$ cat config.mk
export PLATFORM = sky130hd
export DESIGN_NAME = sync_fifo_ctrl
export DESIGN_NICKNAME = d
export VERILOG_FILES = /design/src/rtl/sync_fifo_ctrl.sv
export SDC_FILE = /design/constraint.sdc
export NUM_CORES = 1
export LEC_CHECK = 0
export CAP_MARGIN = 20
export CORE_MARGIN = 5
export CORE_UTILIZATION = 35
export DETAILED_ROUTE_END_ITERATION = 10
export PLACE_DENSITY = 0.69
export SYNTH_ARGS = -nofsm -noshare
export SYNTH_HDL_FRONTEND = slang
export SYNTH_SLANG_ARGS = --single-unit
$ cat constraint.sdc
create_clock -name w_clk -period 5.35 [get_ports w_clk]
set_clock_uncertainty 0.1 [all_clocks]
set_input_delay 1.07 -clock w_clk [delete_from_list [all_inputs] [get_ports w_clk]]
set_output_delay 1.07 -clock w_clk [all_outputs]
set_load 0.05 [all_outputs]
$ cat src/rtl/sync_fifo_ctrl.sv
// sync_fifo_ctrl
// Single-clock controller that runs an external dualport_mem as a show-ahead FIFO.
// Owns the read/write pointers, occupancy, status flags and sticky error flags.
//
// Ports
//   w_clk, w_rst              clock, synchronous active-high reset
//   push, push_data           producer request and word to enqueue
//   pop, pop_data             consumer request; head word (valid while !empty)
//   full, empty               registered occupancy flags
//   almost_full, almost_empty registered threshold flags
//   count                     occupancy 0..DEPTH
//   overflow, underflow       sticky error flags, cleared by clr_err
//   clr_err                   error flag clear
//   mem_w_en/addr/data        memory write port
//   mem_r_addr, mem_r_data    memory read port (combinational read)
module sync_fifo_ctrl #(
   parameter int unsigned DATA_WIDTH = 8,
   parameter int unsigned DEPTH      = 16,
   parameter int unsigned AF_THRESH  = DEPTH - 2,
   parameter int unsigned AE_THRESH  = 2
) (
   input  logic                       w_clk,
   input  logic                       w_rst,
   input  logic                       push,
   input  logic [DATA_WIDTH-1:0]      push_data,
   input  logic                       pop,
   output logic [DATA_WIDTH-1:0]      pop_data,
   output logic                       full,
   output logic                       empty,
   output logic                       almost_full,
   output logic                       almost_empty,
   output logic [$clog2(DEPTH):0]     count,
   output logic                       overflow,
   output logic                       underflow,
   input  logic                       clr_err,
   output logic                       mem_w_en,
   output logic [$clog2(DEPTH)-1:0]   mem_w_addr,
   output logic [DATA_WIDTH-1:0]      mem_w_data,
   output logic [$clog2(DEPTH)-1:0]   mem_r_addr,
   input  logic [DATA_WIDTH-1:0]      mem_r_data
);

   localparam int unsigned AW = $clog2(DEPTH);
   localparam int unsigned PW = AW + 1;

   // Pointers carry one extra wrap bit so full and empty are distinguishable.
   logic [PW-1:0] wptr;
   logic [PW-1:0] rptr;
   logic [PW-1:0] wptr_nxt;
   logic [PW-1:0] rptr_nxt;
   logic [PW-1:0] cnt_nxt;
   logic          push_acc_c;
   logic          pop_acc_c;

   // Accept decisions use the registered flags of the current cycle.
   always_comb begin
      push_acc_c = push & ~full;
      pop_acc_c  = pop & ~empty;
      wptr_nxt   = wptr + PW'(push_acc_c);
      rptr_nxt   = rptr + PW'(pop_acc_c);
      cnt_nxt    = wptr_nxt - rptr_nxt;
   end

   // Memory interface; read data passes straight through for zero-latency show-ahead.
   assign mem_w_en   = push_acc_c & ~w_rst;
   assign mem_w_addr = wptr[AW-1:0];
   assign mem_w_data = push_data;
   assign mem_r_addr = rptr[AW-1:0];
   assign pop_data   = mem_r_data;
   assign count      = wptr - rptr;

   // Pointer, flag and error state; flags are precomputed from the next count.
   always_ff @(posedge w_clk) begin
      if (w_rst) begin
         wptr         <= '0;
         rptr         <= '0;
         full         <= 1'b0;
         empty        <= 1'b1;
         almost_full  <= 1'b0;
         almost_empty <= 1'b1;
         overflow     <= 1'b0;
         underflow    <= 1'b0;
      end else begin
         wptr         <= wptr_nxt;
         rptr         <= rptr_nxt;
         full         <= (cnt_nxt == PW'(DEPTH));
         empty        <= (cnt_nxt == '0);
         almost_full  <= (cnt_nxt >= PW'(AF_THRESH));
         almost_empty <= (cnt_nxt <= PW'(AE_THRESH));
         // A new error in the same cycle as clr_err takes priority.
         overflow     <= (push & full) | (overflow & ~clr_err);
         underflow    <= (pop & empty) | (underflow & ~clr_err);
      end
   end

endmodule

==> results of run 1 <==
## worst min-delay path by stage
stage / startpoint / endpoint / slack, ns / depth (start not counted)
5_1_grt: underflow / underflow / 0.46 / 2
4_1_cts: underflow / underflow / 0.41 / 2
3_5_place_dp: underflow / underflow / 0.40 / 2
2_1_floorplan: wptr[4] / wptr[4] / 0.42 / 2
3_3_place_gp: overflow / overflow / 0.38 / 2
6_report: underflow / underflow / 0.41 / 2
## cell type report
type / count / area (sq um) / share of cell area
Tap cell: 44 / 55.1 / 0.0430
Inverter: 13 / 48.8 / 0.0381
Multi-Input combinational cell: 73 / 581 / 0.453
Clock buffer: 4 / 36.3 / 0.0283
Sequential cell: 16 / 320 / 0.250
Timing Repair Buffer: 24 / 240 / 0.187
## kinds of logic after synthesis
family | after synthesis | share of synthesized area
buffers and inverters | 39 | 0.208
AOI/OAI and AO/OA | 13 | 0.0814
and+or+nand+nor | 33 | 0.150
DFF | 16 | 0.282
adders and majority gates | 14 | 0.167
xor gates and xnor gates | 13 | 0.112
## cells in the mapped netlist (2+ instances only)
cell type  instances
buf_4             24
dfxtp_1           16
inv_1             13
ha_1              12
nor2_1            10
xnor2_1            8
nand3_1            7
nor2b_1            7
xor2_1             4
a21o_1             3
a21oi_1            3
a22oi_1            2
fa_1               2
nand2_1            2
nand2b_1           2
o21a_1             2
## routing by layer
metal	routed length [microns]	global-route usage
met1	799	0.0849
met2	962	0.169
met3	115	0.00506
met4	84	0.0759
met5	0	0
## report_power, final
part           total [mW]  switching, mW  internal (mW)
combinational       0.319          0.194          0.125
clock              0.0777         0.0363         0.0414
sequential          0.146         0.0102          0.136
total               0.542          0.240          0.302
## worst max-delay path, stage by stage
cell,delay [ns]
clkdlybuf4s50_1,0.71
nor2b_1,0.22
clkdlybuf4s50_1,0.82
## flip-flops by register name, summed over array words and instances, names as in the netlist
register      flops
rptr              5
wptr              5
almost_empty      1
almost_full       1
empty             1
full              1
overflow          1
underflow         1
## per-stage QoR
stage	setup WS [ns]	cells	instance area (sq um)	utilization	power [mW]
2_1_floorplan	2.06	128	1140	-	0.422
3_3_place_gp	1.36	170	1240	0.404	0.463
3_5_place_dp	1.34	170	1240	0.404	0.471
4_1_cts	1.34	174	1280	0.416	0.548
5_1_grt	1.24	174	1280	0.416	0.579
6_report	1.35	174	1280	0.416	0.542
==> impl_results.md, run 1 <==
* Fraction of layout cells with a size suffix above 1 at 0.0385
* EDFF count, synth at 0
* Peak VDD IR at 0.000109 V
* Min cycle time layout at 4.00 ns
* GPL Wtd Cong at 0.717
* RSZ-0062 raised after global routing: false
* R2r endpoint: empty
* Initial DRC count at 7
* Rows at 20
* Cells after Synth at 128
* Top_reg_cell synth: dfxtp_1
* Unique masters post-synth at 27
* # diodes at 0
* Reg clk slew, reported paths at 0.08 ns
* Startpoint Class: primary input
* Reg2Reg Depth at 10
* Area growth from synthesis to layout at 12.7%
* Crit path max fanout at 18
* Req. time, crit path at 4.18 ns
* CP arrival at 2.83 ns
* Height of the die at 67.0 microns
* FF+latch count, synth at 16
* DIE WIDTH at 67.0 microns
* Most frequent cells in the layout: clkdlybuf4s50_1 (24), dfxtp_1 (16), inv_1 (13)
* Setup Crit Path Kind: in -> out
* CTS buffer count at 3
* Maximum buffer depth of the clock tree at 2
* GRT overflow at 0
* Initial antenna violation count at 0
* P_leak at 0.542 nW
* Vias in the first global route at 772
* Hold Slack at 0.406 ns
* CTS root buffer: clkbuf_4
* Syn Nets at 163
* Post-detailed-route count of antenna-violating nets at 0
* Post-CTS sizing at 0
* Setup violators final at 0
* Max_slew headroom at 0.600
* Most common cell after layout, fill and taps aside: clkdlybuf4s50_1
* Hold Fails Final Rpt at 0
* Port bufs at 24
* Yosys top cell by area: dfxtp_1
* Sequential share of the synthesized area at 0.282
* Htree depth at 1
* Async SR Flop Fraction at 0
* Start point of the critical path: w_rst
* Mapped cell area at 1140 sq um
* Slew Limit Fails at 0
* Total core area at 3080 sq um
* Top cell type's share of synthesized area at 0.282
* Initial core utilization at 0.370
* Layout filler cell count at 328
* Ranking of synthesized cells by area: dfxtp_1 (28%), buf_4 (16%), ha_1 (13%)
* Via count at 774
* Flop-to-flop setup slack at 2.69 ns
* Die ar. at 4490 sq um
* Tcrit/Tclk final at 0.747
* Global-route wire length before repair at 3080 microns
* CP endpoint kind: output pin
* Vias per inst at 4.45
* Final #Nets at 166
* Reg-to-Reg Start: full
* GRT Overall Usage at 0.0890
* Slew @ Worst Pin at 0.598 ns
* Routed wire length at 1960 microns
* Largest net degree at the start of global routing at 19
* CTS tree: done
* WL/cell at 11.3 microns
* PD cells at 423 nW/um^2
* Syn_area_per_cell at 8.89 sq um
* HPWL after DPL at 1670 microns
* Achievable Freq at 250 MHz
* Clock tree sinks at 16
* Post-route DRC at 0
* Total of warnings raised by yosys at 0
* Drt pass-1 iters at 4
* Post CTS Setup Buffer Count at 0
* Crit path to: mem_w_en
* Hold/Removal Path Class: reg -> reg
* Total of max-cap violations at 0
* Io pins at 57
* Setup TNS at 0 ns
* Status: finished clean
* # hold bufs at CTS at 0
* Worst-skew pair later-pin latency at 0.28 ns
No activity file was read; power rests on OpenSTA's default activity.
==> inputs of run 2 (changes only) <==
- PLACE_DENSITY: 0.69 -> 0.72
- clock period: 5.35 -> 3.4 ns (I/O delays scaled with it)
==> run 2 against run 1 <==
  * Die area did not move
  * Count of clock-buffer cells in the layout shrank 1
  * Register-to-register slack worse by 1.9 ns
  * Via count increased by 2.6%
  * Largest cell class unchanged
  * Combinational power up 60%
  * Non-clock buffer count is 4 higher
  * Power grew 55%
==> impl_results.md, run 2 (same netlist as run 1, synthesis figures left out) <==
* Initial antenna violation count at 0
* Crit path max fanout at 5
* Most frequent cells in the layout: clkdlybuf4s50_1 (22), dfxtp_1 (16), inv_1 (13)
* DIE WIDTH at 67.0 microns
* Post CTS Setup Buffer Count at 0
* Switching Share at 0.454
* # diodes at 0
* Flop-to-flop setup slack at 0.78 ns
* Drt pass-1 iters at 4
* WL/cell at 12.0 microns
* CP endpoint kind: register
* Maximum buffer depth of the clock tree at 2
* Hold/Removal Path Class: reg -> reg
* Cell-internal power at 0.457 mW
* Final worst slack at 0.225 ns
* Vias in the first global route at 786
* Post-route DRC at 0
* M2 GR Usage at 0.178
* Port bufs at 24
* HPWL after DPL at 1800 microns
* Final core utilization at 0.424
* Met1 Use GR at 0.0936
* Routed wire length at 2120 microns
* Achievable Freq at 315 MHz
* Total of max-cap violations at 0
* Total core area at 3080 sq um
* CP max stage delay at 0.47 ns
* Vias per inst at 4.49
* Global-route wire length before repair at 3350 microns
* CP arrival at 3.25 ns
* GRT overflow at 0
* Most common cell after layout, fill and taps aside: clkdlybuf4s50_1
* Worst-skew pair later-pin latency at 0.28 ns
* Reg clk slew, reported paths at 0.08 ns
* Via count at 794
* Setup violators final at 0
* Initial core utilization at 0.370
* Slew Limit Fails at 0
* Combinational Power Share at 0.610
* Switching power at 0.381 mW
* Area growth from synthesis to layout at 14.7%
* Height of the die at 67.0 microns
* Start point of the critical path: push
* Startpoint Class: primary input
* Tcrit/Tclk final at 0.934
* Slowest-stage cell, CP: clkdlybuf4s50_1
* Die ar. at 4490 sq um
* Max_slew headroom at 0.655
* Final #Nets at 170
* Dpl ws at -0.130 ns
* GPL Wtd Cong at 0.743
* Post-Layout Cell Count at 177
* Largest net degree at the start of global routing at 19
* RSZ-0062 raised after global routing: false
* CP bufs+invs at 1
* Status: finished clean
* Crit path top cell by count: ha_1
* Crit-path leading delay family: adder cells
* CTS buffer count at 3
* Clock Power Share at 0.113
* Htree depth at 1
* Peak VDD IR at 0.000167 V
* Hold Fails Final Rpt at 0
* Worst path cell trace: clkdlybuf4s50_1 -> nor2b_1 -> ha_1 -> ha_1 -> xor2_2 -> ha_1 -> nor2b_1 -> o21a_1 -> nor2_2 -> xnor3_1 -> a41o_1
* Min cycle time layout at 3.17 ns
* Rows at 20
* Sequential Power Share at 0.277
* CTS root buffer: clkbuf_4
* Global routing's busiest layer: met2
* Cells after DPL at 174
* Initial DRC count at 12
* GRT Overall Usage at 0.0945
* P_leak at 0.571 nW
* CTS tree: done
* Largest regs: rptr (5), wptr (5)
* Io pins at 57
* Setup Crit Path Kind: in -> reg
* Reg-to-Reg Start: full
* Post-detailed-route count of antenna-violating nets at 0
* Req. time, crit path at 3.48 ns
* Hold wc startpoint: underflow
* Slew @ Worst Pin at 0.516 ns
* Clock tree sinks at 16
* Fraction of layout cells with a size suffix above 1 at 0.0752
* Met3 usage at 0.0202
* PD cells at 642 nW/um^2
## run 2: cell count changes in the layout (fill, tap and decap cells not counted)
| cell | delta |
|---|---|
| xor2_2 | +1 |
| clkdlybuf4s50_1 | -2 |
| buf_4 | +5 |
| xor2_1 | -1 |
| clkbuf_8 | -1 |
| dlymetal6s2s_1 | +1 |
## run 2: through the flow
stage / TNS, ns / hold slack (ns) / cell area [sq um] / power, mW
2_1_floorplan: 0 / 0.416 / 1140 / 0.664
3_3_place_gp: -0.0341 / 0.380 / 1270 / 0.737
3_5_place_dp: -0.292 / 0.403 / 1270 / 0.750
4_1_cts: 0 / 0.424 / 1290 / 0.848
5_1_grt: 0 / 0.448 / 1310 / 0.889
6_report: 0 / 0.413 / 1310 / 0.838
## run 2: worst paths after layout
check               to  cells after the start
max              empty                     11
min          underflow                      2
max reg2reg      empty                     10
min reg2reg  underflow                      2
## run 2: repair_timing
action,4_1_cts,5_1_grt
hold buffers,0,0
gates resized for setup,0,2
setup endpoints to repair,0,2
## run 2: power groups by stage
stage	Clock (mW)	Combinational (mW)	Sequential, mW
floorplan	0	0.371	0.293
global placement	0	0.502	0.235
detailed placement	0	0.514	0.236
CTS	0.101	0.516	0.232
global route	0.105	0.549	0.235
finish	0.0946	0.511	0.232
## run 2: final cells by class
type	count	area, sq um
inverters	13	48.8
clock buffers	3	22.5
repair buffers	28	270
fillers	313	1770
flip-flops and latches	16	320
well taps	44	55.1
multi-input cells	73	588
## run 2: worst reg2reg max path, delay by kind of cell (launching register included)
| family | cells | cell delay (ns) |
|---|---|---|
| adders and majority gates | 3 | 0.71 |
| DFF | 1 | 0.34 |
| AOI/OAI and AO/OA | 2 | 0.42 |
| xor gates and xnor gates | 2 | 0.56 |
| and+or+nand+nor | 3 | 0.40 |
## run 2: layer usage
metal | wire length [microns] | part of all wire
met1 | 786 | 0.37
met2 | 1110 | 0.52
met3 | 190 | 0.089
met4 | 35 | 0.016
met5 | 0 | 0
